<file path="src/rtl/ex_mem_flag_stage_pkg.sv">
// Shared WISC definitions: opcodes, the Z/V/N flag record and the per-opcode flag write mask.
package wisc_pkg;

   localparam logic [3:0] OP_ADD    = 4'b0000;
   localparam logic [3:0] OP_SUB    = 4'b0001;
   localparam logic [3:0] OP_XOR    = 4'b0010;
   localparam logic [3:0] OP_RED    = 4'b0011;
   localparam logic [3:0] OP_SLL    = 4'b0100;
   localparam logic [3:0] OP_SRA    = 4'b0101;
   localparam logic [3:0] OP_ROR    = 4'b0110;
   localparam logic [3:0] OP_PADDSB = 4'b0111;
   localparam logic [3:0] OP_LW     = 4'b1000;
   localparam logic [3:0] OP_SW     = 4'b1001;
   localparam logic [3:0] OP_LLB    = 4'b1010;
   localparam logic [3:0] OP_LHB    = 4'b1011;
   localparam logic [3:0] OP_B      = 4'b1100;
   localparam logic [3:0] OP_BR     = 4'b1101;
   localparam logic [3:0] OP_PCS    = 4'b1110;
   localparam logic [3:0] OP_HLT    = 4'b1111;

   typedef struct packed {
      logic z;
      logic v;
      logic n;
   } flags_t;

   typedef struct packed {
      logic wz;
      logic wv;
      logic wn;
   } flag_mask_t;

   // Arithmetic ops write all flags, logic/shift ops write only Z, the rest leave flags alone.
   function automatic flag_mask_t flag_update_mask(input logic [3:0] opcode);
      flag_mask_t m;
      case (opcode)
         OP_ADD, OP_SUB:                 m = '{wz: 1'b1, wv: 1'b1, wn: 1'b1};
         OP_XOR, OP_SLL, OP_SRA, OP_ROR: m = '{wz: 1'b1, wv: 1'b0, wn: 1'b0};
         default:                        m = '{wz: 1'b0, wv: 1'b0, wn: 1'b0};
      endcase
      return m;
   endfunction

endpackage

</file>
<file path="src/rtl/ex_mem_flag_stage_if.sv">
// EX->MEM bus: instruction fields leaving EX and the registered MEM-stage copy.
interface ex_mem_flag_stage_if #(
   parameter int DATA_W = 16,
   parameter int REG_AW = 4
) ();
   logic              ex_valid;
   logic [3:0]        ex_opcode;
   logic [DATA_W-1:0] ex_result;
   logic              ex_ovfl;
   logic [REG_AW-1:0] ex_dst;
   logic              ex_wr_en;

   logic              mem_valid;
   logic [DATA_W-1:0] mem_result;
   logic [REG_AW-1:0] mem_dst;
   logic              mem_wr_en;

   modport master (
      output ex_valid, ex_opcode, ex_result, ex_ovfl, ex_dst, ex_wr_en,
      input  mem_valid, mem_result, mem_dst, mem_wr_en
   );

   modport slave (
      input  ex_valid, ex_opcode, ex_result, ex_ovfl, ex_dst, ex_wr_en,
      output mem_valid, mem_result, mem_dst, mem_wr_en
   );
endinterface

</file>
<file path="src/rtl/ex_mem_flag_stage_flag_unit.sv">
// Architectural Z/V/N flag register with per-opcode write masks.
// FLAG_BYPASS_EN: nxt_o forwards the flags being written this cycle instead of the registered copy.
module flag_unit
   import wisc_pkg::*;
#(
   parameter int DATA_W = 16
) (
   input  logic              clk,
   input  logic              rst_n,
   input  logic              cap_i,
   input  logic [3:0]        opcode_i,
   input  logic [DATA_W-1:0] result_i,
   input  logic              ovfl_i,
   output flags_t            flags_o,
   output flags_t            nxt_o
);

   flags_t     flags_q;
   flags_t     flags_d;
   flags_t     calc_s;
   flag_mask_t mask_s;

   // Next flags: only masked fields of a captured instruction change.
   always_comb begin
      mask_s   = flag_update_mask(opcode_i);
      calc_s.z = (result_i == {DATA_W{1'b0}});
      calc_s.v = ovfl_i;
      calc_s.n = result_i[DATA_W-1];
      flags_d  = flags_q;
      if (cap_i) begin
         flags_d.z = mask_s.wz ? calc_s.z : flags_q.z;
         flags_d.v = mask_s.wv ? calc_s.v : flags_q.v;
         flags_d.n = mask_s.wn ? calc_s.n : flags_q.n;
      end else begin
         flags_d = flags_q;
      end
   end

   // Flag register.
   always_ff @(posedge clk or negedge rst_n) begin
      if (!rst_n) begin
         flags_q <= '{z: 1'b0, v: 1'b0, n: 1'b0};
      end else begin
         flags_q <= flags_d;
      end
   end

   assign flags_o = flags_q;

`ifdef FLAG_BYPASS_EN
   assign nxt_o = flags_d;
`else
   assign nxt_o = flags_q;
`endif

endmodule

</file>
<file path="src/rtl/ex_mem_flag_stage.sv">
// EX->MEM pipeline register with architectural flags, PADDSB saturation counter and sticky halt.
// Optional FLAG_BYPASS_EN (in flag_unit) forwards same-cycle flag updates onto nxt_z/v/n.
module ex_mem_flag_stage
   import wisc_pkg::*;
#(
   parameter int DATA_W   = 16,
   parameter int REG_AW   = 4,
   parameter int SATCNT_W = 8
) (
   input  logic                clk,
   input  logic                rst_n,
   input  logic                stall,
   input  logic                flush,
   ex_mem_flag_stage_if.slave  bus,
   output logic                flag_z,
   output logic                flag_v,
   output logic                flag_n,
   output logic                nxt_z,
   output logic                nxt_v,
   output logic                nxt_n,
   output logic [SATCNT_W-1:0] sat_cnt,
   output logic                halted
);

   logic                cap_s;
   logic                bubble_s;

   logic                mem_valid_q,  mem_valid_d;
   logic [DATA_W-1:0]   mem_result_q, mem_result_d;
   logic [REG_AW-1:0]   mem_dst_q,    mem_dst_d;
   logic                mem_wr_en_q,  mem_wr_en_d;
   logic [SATCNT_W-1:0] sat_cnt_q,    sat_cnt_d;
   logic                halted_q,     halted_d;

   flags_t              flags_s;
   flags_t              nxt_s;

   // Once halted nothing else is captured; flush beats stall, and an idle EX becomes a bubble.
   always_comb begin
      cap_s    = bus.ex_valid & ~stall & ~flush & ~halted_q;
      bubble_s = flush | (~stall & (~bus.ex_valid | halted_q));
   end

   // Pipeline register next state: capture, bubble (data fields hold) or stall hold.
   always_comb begin
      mem_valid_d  = mem_valid_q;
      mem_result_d = mem_result_q;
      mem_dst_d    = mem_dst_q;
      mem_wr_en_d  = mem_wr_en_q;
      if (cap_s) begin
         mem_valid_d  = 1'b1;
         mem_result_d = bus.ex_result;
         mem_dst_d    = bus.ex_dst;
         mem_wr_en_d  = bus.ex_wr_en;
      end else if (bubble_s) begin
         mem_valid_d  = 1'b0;
         mem_wr_en_d  = 1'b0;
      end else begin
         mem_valid_d  = mem_valid_q;
         mem_wr_en_d  = mem_wr_en_q;
      end
   end

   // Saturation counter sticks at all-ones; halt is sticky until reset.
   always_comb begin
      sat_cnt_d = sat_cnt_q;
      halted_d  = halted_q;
      if (cap_s && (bus.ex_opcode == OP_PADDSB) && bus.ex_ovfl &&
          (sat_cnt_q != {SATCNT_W{1'b1}})) begin
         sat_cnt_d = sat_cnt_q + {{(SATCNT_W-1){1'b0}}, 1'b1};
      end else begin
         sat_cnt_d = sat_cnt_q;
      end
      if (cap_s && (bus.ex_opcode == OP_HLT)) begin
         halted_d = 1'b1;
      end else begin
         halted_d = halted_q;
      end
   end

   // Stage state registers.
   always_ff @(posedge clk or negedge rst_n) begin
      if (!rst_n) begin
         mem_valid_q  <= 1'b0;
         mem_result_q <= {DATA_W{1'b0}};
         mem_dst_q    <= {REG_AW{1'b0}};
         mem_wr_en_q  <= 1'b0;
         sat_cnt_q    <= {SATCNT_W{1'b0}};
         halted_q     <= 1'b0;
      end else begin
         mem_valid_q  <= mem_valid_d;
         mem_result_q <= mem_result_d;
         mem_dst_q    <= mem_dst_d;
         mem_wr_en_q  <= mem_wr_en_d;
         sat_cnt_q    <= sat_cnt_d;
         halted_q     <= halted_d;
      end
   end

   flag_unit #(
      .DATA_W (DATA_W)
   ) u_flag_unit (
      .clk      (clk),
      .rst_n    (rst_n),
      .cap_i    (cap_s),
      .opcode_i (bus.ex_opcode),
      .result_i (bus.ex_result),
      .ovfl_i   (bus.ex_ovfl),
      .flags_o  (flags_s),
      .nxt_o    (nxt_s)
   );

   assign bus.mem_valid  = mem_valid_q;
   assign bus.mem_result = mem_result_q;
   assign bus.mem_dst    = mem_dst_q;
   assign bus.mem_wr_en  = mem_wr_en_q;
   assign sat_cnt        = sat_cnt_q;
   assign halted         = halted_q;
   assign flag_z         = flags_s.z;
   assign flag_v         = flags_s.v;
   assign flag_n         = flags_s.n;
   assign nxt_z          = nxt_s.z;
   assign nxt_v          = nxt_s.v;
   assign nxt_n          = nxt_s.n;

endmodule

</file>
<file path="src/flat_wrapper.sv">
// flat-port wrapper written by rule: the top's interface ports become plain ports
module ex_mem_flag_stage_flat import wisc_pkg::*;
#(
   parameter int DATA_W   = 16,
   parameter int REG_AW   = 4,
   parameter int SATCNT_W = 8
)
  (clk, rst_n, stall, flush, flag_z, flag_v, flag_n, nxt_z, nxt_v, nxt_n, sat_cnt, halted, bus_ex_valid, bus_ex_opcode, bus_ex_result, bus_ex_ovfl, bus_ex_dst, bus_ex_wr_en, bus_mem_valid, bus_mem_result, bus_mem_dst, bus_mem_wr_en);
  ex_mem_flag_stage_if #(.DATA_W(DATA_W), .REG_AW(REG_AW)) bus_i ();
  input  logic clk;
  input  logic rst_n;
  input  logic stall;
  input  logic flush;
  output logic flag_z;
  output logic flag_v;
  output logic flag_n;
  output logic nxt_z;
  output logic nxt_v;
  output logic nxt_n;
  output logic [SATCNT_W-1:0] sat_cnt;
  output logic halted;
  input wire logic [$bits(bus_i.ex_valid)-1:0] bus_ex_valid;
  input wire logic [$bits(bus_i.ex_opcode)-1:0] bus_ex_opcode;
  input wire logic [$bits(bus_i.ex_result)-1:0] bus_ex_result;
  input wire logic [$bits(bus_i.ex_ovfl)-1:0] bus_ex_ovfl;
  input wire logic [$bits(bus_i.ex_dst)-1:0] bus_ex_dst;
  input wire logic [$bits(bus_i.ex_wr_en)-1:0] bus_ex_wr_en;
  output wire logic [$bits(bus_i.mem_valid)-1:0] bus_mem_valid;
  output wire logic [$bits(bus_i.mem_result)-1:0] bus_mem_result;
  output wire logic [$bits(bus_i.mem_dst)-1:0] bus_mem_dst;
  output wire logic [$bits(bus_i.mem_wr_en)-1:0] bus_mem_wr_en;
  assign bus_i.ex_valid = bus_ex_valid;
  assign bus_i.ex_opcode = bus_ex_opcode;
  assign bus_i.ex_result = bus_ex_result;
  assign bus_i.ex_ovfl = bus_ex_ovfl;
  assign bus_i.ex_dst = bus_ex_dst;
  assign bus_i.ex_wr_en = bus_ex_wr_en;
  assign bus_mem_valid = bus_i.mem_valid;
  assign bus_mem_result = bus_i.mem_result;
  assign bus_mem_dst = bus_i.mem_dst;
  assign bus_mem_wr_en = bus_i.mem_wr_en;
  ex_mem_flag_stage #(.DATA_W(DATA_W), .REG_AW(REG_AW), .SATCNT_W(SATCNT_W)) u_core (.clk(clk), .rst_n(rst_n), .stall(stall), .flush(flush), .bus(bus_i), .flag_z(flag_z), .flag_v(flag_v), .flag_n(flag_n), .nxt_z(nxt_z), .nxt_v(nxt_v), .nxt_n(nxt_n), .sat_cnt(sat_cnt), .halted(halted));
endmodule
</file>
<file path="config.mk">
export PLATFORM = sky130hd
export DESIGN_NAME = ex_mem_flag_stage_flat
export DESIGN_NICKNAME = d
export VERILOG_FILES = /design/src/rtl/ex_mem_flag_stage_pkg.sv /design/src/rtl/ex_mem_flag_stage_if.sv /design/src/rtl/ex_mem_flag_stage_flag_unit.sv /design/src/rtl/ex_mem_flag_stage.sv /design/src/flat_wrapper.sv
export SDC_FILE = /design/constraint.sdc
export NUM_CORES = 1
export LEC_CHECK = 0
export ABC_AREA = 1
export BUFFER_PORTS_ARGS = -buffer_cell sky130_fd_sc_hd__clkbuf_2
export CAP_MARGIN = 20
export CORE_MARGIN = 2
export CORE_UTILIZATION = 47
export CTS_CLUSTER_DIAMETER = 40
export DETAILED_ROUTE_END_ITERATION = 16
export PLACE_DENSITY_LB_ADDON = 0.2
export SYNTH_ARGS = -nofsm -noshare
export SYNTH_HDL_FRONTEND = slang
export SYNTH_SLANG_ARGS = --single-unit
</file>
<file path="constraint.sdc">
create_clock -name clk -period 1.5 [get_ports clk]
set_input_delay 0.15 -clock clk [delete_from_list [all_inputs] [get_ports clk]]
set_output_delay 0.15 -clock clk [all_outputs]
set_load 0.005 [all_outputs]
</file>
==> impl_metrics.toml, run 1 <==
[global_route]
grt_antenna_before_repair = 0
grt_start_max_net_pins = 35
grt_pass1_vias = 1596
grt_pass1_wl_mm = 6.77
overflow = 0
track_usage = 0.217

[drt]
firstDrtPassIters = 4
routed_wl_mm = 3.76
dr_total_vias = 1546
ant_nets = 0
drc_errors = 0
dr.first_iter.drc_count = 96
drt-wirelength-per-cell_um = 11.5
via_per_inst = 4.74

[clocking]
cts_tree = "built"
htreeDepth = 2
clkLatencyLatePin_ns = 0.34
clock-sinks = 34
post-cts-setup-buffers = 0
clk_path_buf_depth = 2
clk_pin_slew_worst_paths_ns = 0.10
clockRootBuffer = "clkbuf_4"
cts_buffers = 5

[critical_path]
cp.arrival_ns = 1.60
cp_max_fo = 8
crit_type = "flip-flop to flip-flop"
crit_path_start_kind = "flip-flop"
end_kind = "flip-flop"
required_ns = 1.75
r2r_slack_ns = 0.15

[place]
io_buffers = 67
place.gp.congestion = 0.849
dp_hpwl_mm = 2.68
place_worst_setup_slack_ns = 0.0771

[sta]
finalSetupViolCount = 0
period_share = 0.901
fin_ws_ns = 0.149
hold_viol_final = 0
period_needed_ns = 1.35
fmax_mhz = 740
maxSlewHeadroom = 0.716
worst_slew_pin_slew_ns = 0.427
slew_viol_final = 0
rsz0062_at_grt = "no"
setup_tns_ns = 0
clock-skew-final_ns = 0.00344

[floorplanning]
die_area_um2 = 3960
die_y_um = 62.9
core_area_um2 = 3340
die_w_um = 62.9
initial_core_util = 0.489
io_pins = 68
fp-row-count = 21

[synth]
synth.distinct_cells = 20
netlist.area_leader.share = 0.521
yosysSeqAreaShare = 0.521
syn_avg_cell_area_um2 = 8.04
yosys-top-cells-area = "dfrtp_1 52%, nand2_1 23%, buf_4 3.2%"
synth-simple-area-share = 0.371
synth_top_family_by_area = "simple AND/OR/NAND/NOR gates"
syn_inst = 203
yosys.area.top_type = "dfrtp_1"
syn_area_um2 = 1630
ys_ff_latch = 34
yosys_warnings = 0
synth_compound_area_frac = 0.0199
syn-num-nets = 235
synthMuxAreaShare = 0
synth_fa_ha_area_frac = 0.00766
synth-xor-area-share = 0.0161

[cells_and_area]
final_common_cell = "nand2_1"
drive_gt1_frac = 0.329
syn_to_final_growth_pct = 30.0
most-common-layout-cells = "99 x nand2_1, 67 x clkbuf_2, 34 x dfrtp_1, 14 x nor2_1, 9 x inv_1"
nets = 311
antenna_cells = 0

[power_and_ir_drop]
powerDensity_nw_per_um2 = 731
p_leak_nw = 1.28
peakVddDrop_mv = 0.472

[min_path]
hp-class = "input port to flip-flop"

[flow_run]
cap_violations = 0

[status]
status = "complete, no violations"
power by group:
part | switching, W | internal (W)
registers | 0.000000366 | 0.000917
clock network | 0.000308 | 0.000227
logic | 0.0000545 | 0.0000445
path summary, 6_finish.rpt:
kind | endpoint | depth (start not counted) | startpoint
max in group asynchronous | u_core.bus.mem_valid | 3 | rst_n
max reg2reg | u_core.sat_cnt[7] | 7 | u_core.sat_cnt[0]
max | u_core.sat_cnt[7] | 7 | u_core.sat_cnt[0]
min reg2reg | u_core.bus.mem_result[12] | 2 | u_core.bus.mem_result[12]
min | u_core.bus.mem_wr_en | 3 | bus_ex_wr_en
min in group asynchronous | u_core.u_flag_unit.flags_o[1] | 3 | rst_n
metal layers:
metal | vias to the layer above | part of all wire | track usage
met1 | 709 | 0.46 | 0.272
met2 | 50 | 0.47 | 0.354
met4 | 0 | 0.013 | 0.100
met3 | 6 | 0.060 | 0.0505
li1 | 781 | - | -
met5 | - | 0 | 0
stage by stage:
step | std cells | power [W] | instance area (µm²) | utilization | hold slack (ns)
2_1_floorplan | 203 | 0.000952 | 1630 | - | -0.146
3_3_place_gp | 313 | 0.00102 | 2000 | 0.600 | 0.206
3_5_place_dp | 313 | 0.00102 | 2000 | 0.600 | 0.209
4_1_cts | 326 | 0.00157 | 2110 | 0.633 | 0.000184
5_1_grt | 326 | 0.00161 | 2120 | 0.636 | 0.0166
6_report | 326 | 0.00155 | 2120 | 0.636 | 0.00245
Yosys cell counts (all sizes together):
master and count:
o21ai 5, nor2 17, inv 13, nand3 10, nor3 2, ha 1, buf 7, nand2 101
clkinv 1, xor2 3, nand3b 2, nand4 6, dfrtp 34, o31ai 1
critical path, stage by stage, from the launching register on:
cell	delay, ns
dfrtp_1	0.44
ha_1	0.25
nand2_2	0.11
inv_1	0.07
nand3_2	0.12
nand3_4	0.13
nand2_1	0.09
nand2_1	0.05
registers in the layout, summed over array words and instances (netlist names):
name	flops
u_core.u_flag_unit.flags_o	3
u_core.bus.mem_wr_en	1
u_core.sat_cnt	8
u_core.bus.mem_dst	4
u_core.bus.mem_valid	1
u_core.bus.mem_result	16
u_core.halted	1
repair_timing:
action	in CTS	in global routing
hold buffers	5	0
endpoints found under the setup margin	0	8
hold endpoints to repair	38	0
resized for setup	0	2
logic make-up after synthesis:
logic type | Yosys count
xor gates and xnor gates | 3
and+or+nand+nor | 138
DFF | 34
AOI/OAI and AO/OA | 6
adders and majority gates | 1
buffers and inverters | 21
cell type report:
class	count	area, µm²
repair buffers	76	415
multi-input cells	148	687
flip-flops and latches	34	851
clock buffers	7	55.1
well taps	46	57.6
inverters	14	52.6
clock inverters	1	5.00
fillers	342	1210
No activity file was read; power rests on OpenSTA's default activity.
==> run 2, diff against run 1 <==
--- a/config.mk
+++ b/config.mk
@@ -6,11 +6,14 @@
 export NUM_CORES = 1
 export LEC_CHECK = 0
 export ABC_AREA = 1
-export BUFFER_PORTS_ARGS = -buffer_cell sky130_fd_sc_hd__clkbuf_2
+export BUFFER_PORTS_ARGS = -buffer_cell sky130_fd_sc_hd__buf_2
 export CAP_MARGIN = 20
+export CELL_PAD_IN_SITES_DETAIL_PLACEMENT = 1
+export CELL_PAD_IN_SITES_GLOBAL_PLACEMENT = 2
 export CORE_MARGIN = 2
-export CORE_UTILIZATION = 47
+export CORE_UTILIZATION = 26
 export CTS_CLUSTER_DIAMETER = 40
+export CTS_CLUSTER_SIZE = 24
 export DETAILED_ROUTE_END_ITERATION = 16
 export PLACE_DENSITY_LB_ADDON = 0.2
 export SYNTH_ARGS = -nofsm -noshare
==> run 2 against run 1 <==
Sequential power about the same. Clock power up 98%. Clock skew up 0.0046 ns. Via count down 1.6%. Register-to-register slack about the same.
==> impl_metrics.toml, run 2 (synthesis results as in run 1) <==
[status]
status = "complete, no violations"

[drt]
drc_errors = 0
dr.first_iter.drc_count = 65
dr_total_vias = 1522
routed_wl_mm = 4.42
via_per_inst = 4.31
firstDrtPassIters = 4
ant_nets = 0
drt-wirelength-per-cell_um = 12.5

[sta]
finalSetupViolCount = 0
period_share = 0.902
clock-skew-final_ns = 0.00803
fmax_mhz = 739
period_needed_ns = 1.35
slew_viol_final = 0
maxSlewHeadroom = 0.694
hold_viol_final = 0
setup_tns_ns = 0
worst_slew_pin_slew_ns = 0.459
rsz0062_at_grt = "no"

[floorplanning]
die_y_um = 83.2
core_area_um2 = 5990
die_area_um2 = 6930
die_w_um = 83.2
io_pins = 68
initial_core_util = 0.273
fp-row-count = 28

[critical_path]
cp.arrival_ns = 1.53
reg2reg_from = "u_core.sat_cnt[1]"
r2r_slack_ns = 0.15
crit_family = "simple AND/OR/NAND/NOR gates"
crit_path_start_kind = "flip-flop"
cp_max_fo = 8
rr_endpoint = "u_core.sat_cnt[4]"
critPathSlowestCell = "dfrtp_1"
end_kind = "flip-flop"
crit_type = "flip-flop to flip-flop"
required_ns = 1.68
critPathBufInv = 1
crit_chain = "ha_1 > nand2_1 > inv_1 > nand3_2 > nand3_4 > nand2_1 > nand2_1"
crit_path_max_incr_delay_ns = 0.41
cp_common_cell = "nand2_1"
reg2reg_depth = 7

[power_and_ir_drop]
peakVddDrop_mv = 0.431
p_leak_nw = 1.33
clkPwrFrac = 0.512
seqPwrFrac = 0.444
p_switching_w = 0.000404
powerDensity_nw_per_um2 = 934
p_sw_frac = 0.196
p_int_w = 0.00166
pwr-share-comb = 0.044
totalPowerFinal_w = 0.00207

[place]
dp_hpwl_mm = 3.34
place.gp.congestion = 0.729
io_buffers = 67
place_inst = 344

[clocking]
clockRootBuffer = "clkbuf_8"
post-cts-setup-buffers = 0
clk_pin_slew_worst_paths_ns = 0.08
cts_buffers = 5
clkLatencyLatePin_ns = 0.29
htreeDepth = 2
cts_tree = "built"
clk_path_buf_depth = 2
clock-sinks = 34

[global_route]
grt_antenna_before_repair = 0
grt_pass1_vias = 1519
overflow = 0
grt_pass1_wl_mm = 7.41
grt_start_max_net_pins = 35
track_usage = 0.133

[min_path]
hold_depth = 3
hp-class = "input port to flip-flop"
min_to = "u_core.bus.mem_dst[3]"
hold_path_startpoint = "bus_ex_dst[3]"

[cells_and_area]
largest_reg_flops = 16
fill_cells = 786
syn_to_final_growth_pct = 35.6
final_common_cell = "nand2_1"
most-common-layout-cells = "100 x nand2_1, 67 x buf_2, 34 x dfrtp_1, 14 x nor2_1, 9 x inv_1"
nets = 309
fin_cells = 353
antenna_cells = 0
drive_gt1_frac = 0.338

[flow_run]
cap_violations = 0
run 2: changes by cell type in the layout (fill, tap and decap cells not counted):
cell and change:
dlygate4sd3_1 -4, buf_4 +2, clkbuf_4 -5, nand2_1 +1
nand2_2 -1, clkbuf_1 -1, clkbuf_8 +5, buf_2 +67
clkbuf_2 -67, bufinv_16 +2, clkinv_2 -1
run 2: routing by layer:
layer | track usage | part of all wire | wire, µm
met5 | 0 | 0 | 0
met2 | 0.191 | 0.43 | 1880
met4 | 0.0402 | 0.0095 | 42
met1 | 0.184 | 0.49 | 2160
met3 | 0.0537 | 0.076 | 338
run 2: layout make-up:
type / count / area [µm²] / share of cell area
multi-input combinational: 148 / 684 / 0.309
sequential: 34 / 851 / 0.384
timing repair buffer: 74 / 390 / 0.176
clock inverter: 2 / 60.1 / 0.0271
tap: 75 / 93.8 / 0.0424
clock buffer: 6 / 82.6 / 0.0373
inverter: 14 / 52.6 / 0.0237
run 2: metrics by stage:
| step | setup slack [ns] | cell area (µm²) | hold WS, ns | utilization |
|---|---|---|---|---|
| 2_1_floorplan | 0.219 | 1630 | -0.146 | - |
| 3_3_place_gp | 0.112 | 2050 | 0.217 | 0.343 |
| 3_5_place_dp | 0.0848 | 2050 | 0.223 | 0.343 |
| 4_1_cts | 0.0732 | 2210 | 0.0498 | 0.368 |
| 5_1_grt | 0.0351 | 2210 | 0.0536 | 0.370 |
| 6_report | 0.147 | 2210 | 0.0526 | 0.370 |
run 2: power groups by stage:
stage / Clock [W] / Combinational, W / Sequential, W
after floorplan: 0 / 0.0000169 / 0.000935
after global placement: 0 / 0.0000920 / 0.000935
after detailed placement: 0 / 0.0000926 / 0.000935
after CTS: 0.00109 / 0.0000949 / 0.000917
after global routing: 0.00113 / 0.000105 / 0.000917
final: 0.00106 / 0.0000912 / 0.000917
run 2: repair_timing:
item	CTS	global route
resized for setup	0	1
endpoints found under the setup margin	0	8
endpoints found under the hold margin	34	0
hold buffers	1	0
run 2: how the worst max path moves through the flow:
stage,from,to,slack [ns],depth (start not counted)
global route,u_core.sat_cnt[1],u_core.sat_cnt[4],0.04,7
global placement,u_core.sat_cnt[1],u_core.sat_cnt[3],0.11,7
CTS,u_core.sat_cnt[1],u_core.sat_cnt[3],0.07,7
finish,u_core.sat_cnt[1],u_core.sat_cnt[4],0.15,7
detailed placement,u_core.sat_cnt[1],u_core.sat_cnt[3],0.08,7
floorplan,u_core.sat_cnt[0],u_core.sat_cnt[3],0.22,7
run 2: worst reg2reg max path: stages, from the launching register on:
cell	delay, ns
dfrtp_1	0.41
ha_1	0.22
nand2_1	0.14
inv_1	0.08
nand3_2	0.12
nand3_4	0.13
nand2_1	0.09
nand2_1	0.05
